File: config.mk
export PLATFORM = sky130hd
export DESIGN_NAME = rr_arbiter8
export DESIGN_NICKNAME = d
export VERILOG_FILES = /design/src/rtl/rr_arbiter8.sv
export SDC_FILE = /design/constraint.sdc
export NUM_CORES = 1
export LEC_CHECK = 0
export ABC_AREA = 0
export BUFFER_PORTS_ARGS = -buffer_cell sky130_fd_sc_hd__buf_2
export CAP_MARGIN = 20
export CORE_MARGIN = 4
export CORE_UTILIZATION = 25
export CTS_CLUSTER_SIZE = 8
export DETAILED_ROUTE_END_ITERATION = 16
export MAX_ROUTING_LAYER = met4
export PLACE_DENSITY = 0.42
export SYNTH_ARGS = -nofsm -noshare
export SYNTH_HDL_FRONTEND = slang
export SYNTH_SLANG_ARGS = --single-unit
File: constraint.sdc
create_clock -name clk -period 2.8 [get_ports clk]
set_input_delay 0.42 -clock clk [delete_from_list [all_inputs] [get_ports clk]]
set_output_delay 0.42 -clock clk [all_outputs]
set_load 0.02 [all_outputs]
File: src/rtl/rr_arbiter8.sv
`default_nettype none
// ============================================================================
// rr_arbiter8 : 8-way round-robin arbiter with grant hold and optional limit.
// Optional macro ARB_HEX_EN enables the registered 7-segment winner display.
// Revision: 1.0 - initial release
// ============================================================================
module rr_arbiter8 #(
    parameter int HOLD_MAX = 0
) (
    input  logic       clk,
    input  logic       rst_n,
    input  logic       en,
    input  logic [7:0] req,
    output logic [7:0] gnt,
    output logic [2:0] gnt_idx,
    output logic       gnt_valid,
    output logic [6:0] HEX
);

    typedef enum logic [0:0] {
        ST_IDLE  = 1'b0,
        ST_GRANT = 1'b1
    } state_t;

    localparam bit         c_limit_en  = (HOLD_MAX != 0);
    localparam logic [7:0] c_hold_last = (HOLD_MAX == 0) ? 8'hFF : 8'(HOLD_MAX - 1);

    state_t     r_state;
    state_t     w_state_nxt;
    logic [2:0] r_ptr;
    logic [2:0] w_ptr_nxt;
    logic [7:0] r_hold;
    logic [7:0] w_hold_nxt;
    logic [7:0] r_gnt;
    logic [7:0] w_gnt_nxt;
    logic [2:0] r_idx;
    logic [2:0] w_idx_nxt;
    logic       r_valid;
    logic       w_valid_nxt;

    logic       w_found;
    logic [2:0] w_win;
    logic [2:0] w_cand;
    logic       w_release;

    // Walk offsets from high to low so the closest requester above ptr wins.
    always_comb begin
        w_found = 1'b0;
        w_win   = r_ptr;
        w_cand  = r_ptr;
        for (int i = 7; i >= 0; i--) begin
            w_cand = r_ptr + 3'(i);
            if (req[w_cand]) begin
                w_found = 1'b1;
                w_win   = w_cand;
            end
        end
    end

    assign w_release = !req[r_idx] || !en || (c_limit_en && (r_hold == c_hold_last));

    always_comb begin
        w_state_nxt = r_state;
        w_ptr_nxt   = r_ptr;
        w_hold_nxt  = r_hold;
        w_gnt_nxt   = r_gnt;
        w_idx_nxt   = r_idx;
        w_valid_nxt = r_valid;
        case (r_state)
            ST_IDLE: begin
                if (en && w_found) begin
                    w_state_nxt = ST_GRANT;
                    w_gnt_nxt   = 8'b1 << w_win;
                    w_idx_nxt   = w_win;
                    w_valid_nxt = 1'b1;
                    w_hold_nxt  = 8'd0;
                end
            end
            ST_GRANT: begin
                if (w_release) begin
                    w_state_nxt = ST_IDLE;
                    w_gnt_nxt   = 8'd0;
                    w_valid_nxt = 1'b0;
                    w_ptr_nxt   = r_idx + 3'd1;
                end else if (r_hold != 8'hFF) begin
                    w_hold_nxt = r_hold + 8'd1;
                end
            end
            default: begin
                w_state_nxt = ST_IDLE;
                w_gnt_nxt   = 8'd0;
                w_valid_nxt = 1'b0;
            end
        endcase
    end

    always_ff @(posedge clk or negedge rst_n) begin
        if (!rst_n) begin
            r_state <= ST_IDLE;
            r_ptr   <= 3'd0;
            r_hold  <= 8'd0;
            r_gnt   <= 8'd0;
            r_idx   <= 3'd0;
            r_valid <= 1'b0;
        end else begin
            r_state <= w_state_nxt;
            r_ptr   <= w_ptr_nxt;
            r_hold  <= w_hold_nxt;
            r_gnt   <= w_gnt_nxt;
            r_idx   <= w_idx_nxt;
            r_valid <= w_valid_nxt;
        end
    end

    assign gnt       = r_gnt;
    assign gnt_idx   = r_idx;
    assign gnt_valid = r_valid;

`ifdef ARB_HEX_EN
    logic [6:0] r_hex;
    logic [6:0] w_hex_nxt;

    // Active-low segments, bit6 = g; dash when no grant is active.
    always_comb begin
        w_hex_nxt = 7'b0111111;
        if (w_valid_nxt) begin
            case (w_idx_nxt)
                3'd0:    w_hex_nxt = 7'b1000000;
                3'd1:    w_hex_nxt = 7'b1111001;
                3'd2:    w_hex_nxt = 7'b0100100;
                3'd3:    w_hex_nxt = 7'b0110000;
                3'd4:    w_hex_nxt = 7'b0011001;
                3'd5:    w_hex_nxt = 7'b0010010;
                3'd6:    w_hex_nxt = 7'b0000010;
                default: w_hex_nxt = 7'b1111000;
            endcase
        end
    end

    always_ff @(posedge clk or negedge rst_n) begin
        if (!rst_n) begin
            r_hex <= 7'b0111111;
        end else begin
            r_hex <= w_hex_nxt;
        end
    end

    assign HEX = r_hex;
`else
    assign HEX = 7'b1111111;
`endif

endmodule
`default_nettype wire

==> results.txt, run 1 <==
routed wire length per instance - 14.94 µm
CP Cell Sequence - inv_2 > ha_4 > buf_6 > mux4_2 > buf_6 > a221oi_2 > a31oi_1 > or3_1 > a31oi_1 > buf_4 > and2_4 > nand2b_4 > o21ai_2
post-synth cell types - 45
Clock transition at path regs - 0.06 ns
Util after Layout - 0.3752
Clk Latency, worst-skew pair - 0.24 ns
Critical Path Fanout Max - 7
number of flops mapped to enable cells by yosys - 0
slack of the critical path - 0.07040 ns
Clock Sinks - 16
XOR/XNOR Fraction of Synth Area - 0.04132
HP Class - primary input to asynchronous set/reset pin
# IOs - 30
unrepaired setup endpoints after global routing - true
TritonRoute pass-1 iters - 4
final wirelength - 4615 µm
buffers plus inverters on the worst setup path - 4
first-pass GRT wire length - 7707 µm
Port Buf Inserts - 22
via count - 1,523
Commonest cells post-synth - 23 x nand2_1, 16 x dfrtp_1, 12 x nor3_1
DRT antenna net count - 0
Remaining DRCs - 0
period utilisation layout - 0.9749
die area - 7900 µm²
Die X-Extent - 88.88 µm
Synth top area share - 0.2448
CP delay by family, top - simple AND/OR/NAND/NOR gates
endpoints failing hold - 0
Die Ht - 88.88 µm
slowest cell on the critical path - dfrtp_1
register area share after synthesis - 0.2448
post-synthesis mux area share - 0.2479
GRT Total Usage - 0.1269
n_diodes - 0
Synth Flop Type - dfrtp_1
initial drt markers - 66
post-synth top area cell - dfrtp_1
CP max stage delay - 0.39 ns
Synth Area in Simple Gates - 0.1568
Post-Synth Adder-Cell Area - 0.02295
cells after synthesis - 176
layout cells sized above 1 - 0.5302
total of max-cap violations - 0
cell row count - 29
status - finished, final reports clean
Num CTS Buffers - 3
fmax - 366.4 MHz
nets - 248
CTS tree - done
Avg Cell Area, Syn - 9.292 µm²
Compound-Gate Fraction of Synth Area - 0.2028
initial antenna violation count - 0
main combinational cell family by area after synthesis - multiplexers
Root Driver - clkbuf_8
gr ovfl total - 0
synth warn - 0
asr flop ratio synth - 1.000
top-count cell post-synth - nand2_1
Final setup viols - 0
H-tree levels - 1
pins over their slew limit - 0
largest net degree at the start of global routing - 19
routability cong. - 0.8268
Max Root-Sink Buffers - 2
Max Clock Skew - 0.003296 ns
startpoint types - flop
Filler Cells Inserted - 638
CORE AREA - 6350 µm²
initial core utilization - 0.2575
DP Wirelength - 3628 µm
mapped cell area - 1635 µm²
shortest period the worst path allows - 2.730 ns
Area growth, synth to finish - 45.68%
vias in the first global route - 1,486
Placement Setup Slack - -0.02363 ns
hold_buf cts - 0
Area contributors post-synth - dfrtp_1 24%, mux4_2 14%, nand2_1 5.3%, buf_4 4.1%, mux2i_1 3.7%
WS Path Type - flop to flop
Req. time, crit path - 2.97 ns
Via density - 4.929
crit path capture type - flop
FF+latch count, synth - 16
WP data arrival - 2.90 ns
[cells in the final DEF (no fill, tap or decap), types with 4 or more instances in the layout]
cell / n
buf_4: 32
buf_2: 22
nand2_1: 20
dfrtp_1: 16
mux4_2: 10
nor3_1: 8
buf_6: 8
o21ai_0: 7
conb_1: 7
inv_1: 6
o21ai_2: 6
mux2_4: 5
nor2_1: 5
a21oi_1: 5
mux2_2: 4
nor2b_1: 4
o21ai_1: 4
[stage by stage]
step	hold WS, ns	instances	setup TNS [ns]	instance area, µm²
6_report	0.08309	309	0	2382
5_1_grt	0.09777	309	-0.5110	2382
3_3_place_gp	0.3568	300	0	2100
3_5_place_dp	0.3570	300	-0.09539	2100
4_1_cts	0.08893	303	0	2145
2_1_floorplan	0.1244	182	0	1750
[cell families after synthesis]
family	count (synthesis)
buffers and inverters	23
other	1
and+or+nand+nor	55
xor gates and xnor gates	6
AOI/OAI and AO/OA	46
muxes	26
adders and majority gates	3
DFF	16
[area by class of cell]
| type | count | area, µm² | area share |
|---|---|---|---|
| Sequential cell | 16 | 400.4 | 0.1681 |
| Clock buffer | 3 | 41.29 | 0.01733 |
| Timing Repair Buffer | 63 | 455.4 | 0.1912 |
| Tap cell | 77 | 96.34 | 0.04044 |
| Inverter | 7 | 26.28 | 0.01103 |
| Multi-Input combinational cell | 143 | 1363 | 0.5720 |
[timing repair]
action	in CTS	in global routing
buffers inserted	0	7
pin swaps	0	19
endpoints found under the setup margin	7	13
resized for setup	1	40
endpoints found under the hold margin	0	0
[worst paths after layout]
kind	start	endpoint	slack, ns	depth (start not counted)
max in group asynchronous	rst_n	gnt[7]	2.45	1
worst max register to register	r_ptr[0]	gnt[0]	0.07	13
worst min-delay path	rst_n	gnt[3]	0.08	1
worst min register to register	gnt_valid	gnt_valid	0.48	2
worst max-delay path	r_ptr[0]	gnt[0]	0.07	13
min in group clk	en	r_state	0.45	3
[layer usage]
| metal | up-vias | routed length, µm | track usage |
|---|---|---|---|
| met3 | 2 | 130 | 0.02328 |
| met5 | - | 0 | - |
| met1 | 736 | 2303 | 0.1881 |
| met4 | 0 | 29 | 0.01786 |
| li1 | 754 | - | - |
| met2 | 31 | 2151 | 0.1829 |
[registers in the layout, summed over array words and instances (netlist names)]
name	count
gnt_valid	1
r_state	1
r_ptr	3
gnt	8
gnt_idx	3
Power of run 1 is not shown: default switching activity piles up to over one toggle a cycle in this logic, so the estimate is an artifact.
==> run 2, diff against run 1 <==
--- a/config.mk
+++ b/config.mk
@@ -9,11 +9,11 @@
 export BUFFER_PORTS_ARGS = -buffer_cell sky130_fd_sc_hd__buf_2
 export CAP_MARGIN = 20
 export CORE_MARGIN = 4
-export CORE_UTILIZATION = 25
+export CORE_UTILIZATION = 52
 export CTS_CLUSTER_SIZE = 8
 export DETAILED_ROUTE_END_ITERATION = 16
 export MAX_ROUTING_LAYER = met4
-export PLACE_DENSITY = 0.42
+export PLACE_DENSITY = 0.73
 export SYNTH_ARGS = -nofsm -noshare
 export SYNTH_HDL_FRONTEND = slang
 export SYNTH_SLANG_ARGS = --single-unit
==> constraint.sdc (replaced) <==
create_clock -name clk -period 2.9 [get_ports clk]
set_input_delay 0.435 -clock clk [delete_from_list [all_inputs] [get_ports clk]]
set_output_delay 0.435 -clock clk [all_outputs]
set_load 0.02 [all_outputs]
==> run 2 against run 1 <==
Critical path depth down 4. Wire length down 15%. Non-clock buffer count down 32. Final cell count down 21%. Register-to-register slack better by 0.05 ns. Count of clock-buffer cells in the layout up 1. Final area down 21%. First-iteration DRC count up 53%. Die area down 48%. Critical path type unchanged. Critical endpoint is now gnt_idx[1].
==> results.txt, run 2 (same netlist as run 1, synthesis figures left out) <==
shortest period the worst path allows - 2.776 ns
Final setup viols - 0
Max Clock Skew - 0.001161 ns
Area growth, synth to finish - 14.54%
Max Root-Sink Buffers - 2
total of max-cap violations - 0
unrepaired setup endpoints after global routing - false
initial core utilization - 0.5401
post-CTS setup buffers - 0
largest net degree at the start of global routing - 19
endpoints failing hold - 0
layout cells sized above 1 - 0.3383
CP delay by family, top - multiplexers
Clk Latency, worst-skew pair - 0.28 ns
routability cong. - 0.9665
Remaining DRCs - 0
DRT antenna net count - 0
CORE AREA - 3028 µm²
CP startpoint - r_ptr[0]
max FFs per register - 8
first-pass GRT wire length - 6327 µm
area of placed instances - 1798 µm²
pins over their slew limit - 0
Die Ht - 64.08 µm
die area - 4106 µm²
worst r2r src - r_ptr[0]
Critical R2R Capture - gnt_idx[1]
GRT Total Usage - 0.1939
routed wire length per instance - 15.97 µm
Clock Sinks - 16
initial antenna violation count - 0
Die X-Extent - 64.08 µm
period utilisation layout - 0.9571
gr ovfl total - 0
cell row count - 20
most common cell after layout, fill and taps aside - nand2_1
initial drt markers - 101
vias in the first global route - 1,346
Port Buf Inserts - 22
crit path capture type - flop
status - finished, final reports clean
WP data arrival - 2.95 ns
CTS tree - done
H-tree levels - 1
r2r setup slk - 0.12 ns
CP max stage delay - 0.62 ns
Req. time, crit path - 3.07 ns
Via density - 5.837
Num CTS Buffers - 3
buffers plus inverters on the worst setup path - 1
fin cells - 245
DP Wirelength - 2941 µm
final wirelength - 3912 µm
Critical Path Fanout Max - 18
TritonRoute pass-1 iters - 6
commonest non-fill, non-tap cells in the layout - 23 x nand2_1, 22 x buf_2, 16 x dfrtp_1
Placed Cells - 241
WS Path Type - flop to flop
fmax - 360.3 MHz
# IOs - 30
HP Class - primary input to asynchronous set/reset pin
CP Cell Sequence - buf_4 > mux4_2 > mux2_4 > a2111oi_4 > a221o_1 > nand2_1 > a21oi_2 > a211oi_2 > mux2_2
Clock transition at path regs - 0.09 ns
final instance area - 1873 µm²
slowest cell on the critical path - mux4_2
startpoint types - flop
n_diodes - 0
Root Driver - clkbuf_4
R2R depth - 9
nets - 216
setup_tns - 0 ns
via count - 1,430
run 2: worst max path at each step:
stage | to | slack [ns] | cells past startpoint
final | gnt_idx[1] | 0.12 | 9
after global routing | gnt_idx[1] | 0.02 | 9
after detailed placement | gnt[4] | 0.09 | 10
after floorplan | gnt_idx[1] | 0.01 | 13
after global placement | gnt_idx[1] | 0.14 | 10
after CTS | gnt_idx[1] | 0.07 | 10
run 2: area by class of cell:
cell class | instances | area, µm²
multi-input combinational | 143 | 1177
fill | 251 | 1155
sequential | 16 | 400.4
timing repair buffer | 31 | 177.7
tap | 44 | 55.05
clock buffer | 4 | 36.28
inverter | 7 | 26.28
run 2: what timing repair did:
item	in CTS	in global routing
endpoints found under the hold margin	0	0
hold buffers	0	0
gates resized for setup	0	7
endpoints found under the setup margin	0	10
run 2: metrics by stage:
stage                 util  hold WS, ns  setup slack, ns
floorplan                -       0.1394          0.01135
global placement    0.5938       0.3512           0.1440
detailed placement  0.5938       0.3594          0.08685
CTS                 0.6058      0.04568          0.07129
global route        0.6186      0.04317          0.01915
finish              0.6186      0.04033           0.1245
run 2: per-layer routing:
layer | routed length [µm] | GRT usage | share of wire | vias up
met5 | 0 | - | 0 | -
met4 | 21 | 0.005391 | 0.0054 | 0
met3 | 257 | 0.03339 | 0.066 | 2
met2 | 1940 | 0.3226 | 0.50 | 57
met1 | 1694 | 0.2632 | 0.43 | 680
li1 | - | - | - | 691
Power of run 2 is left out for the same reason.
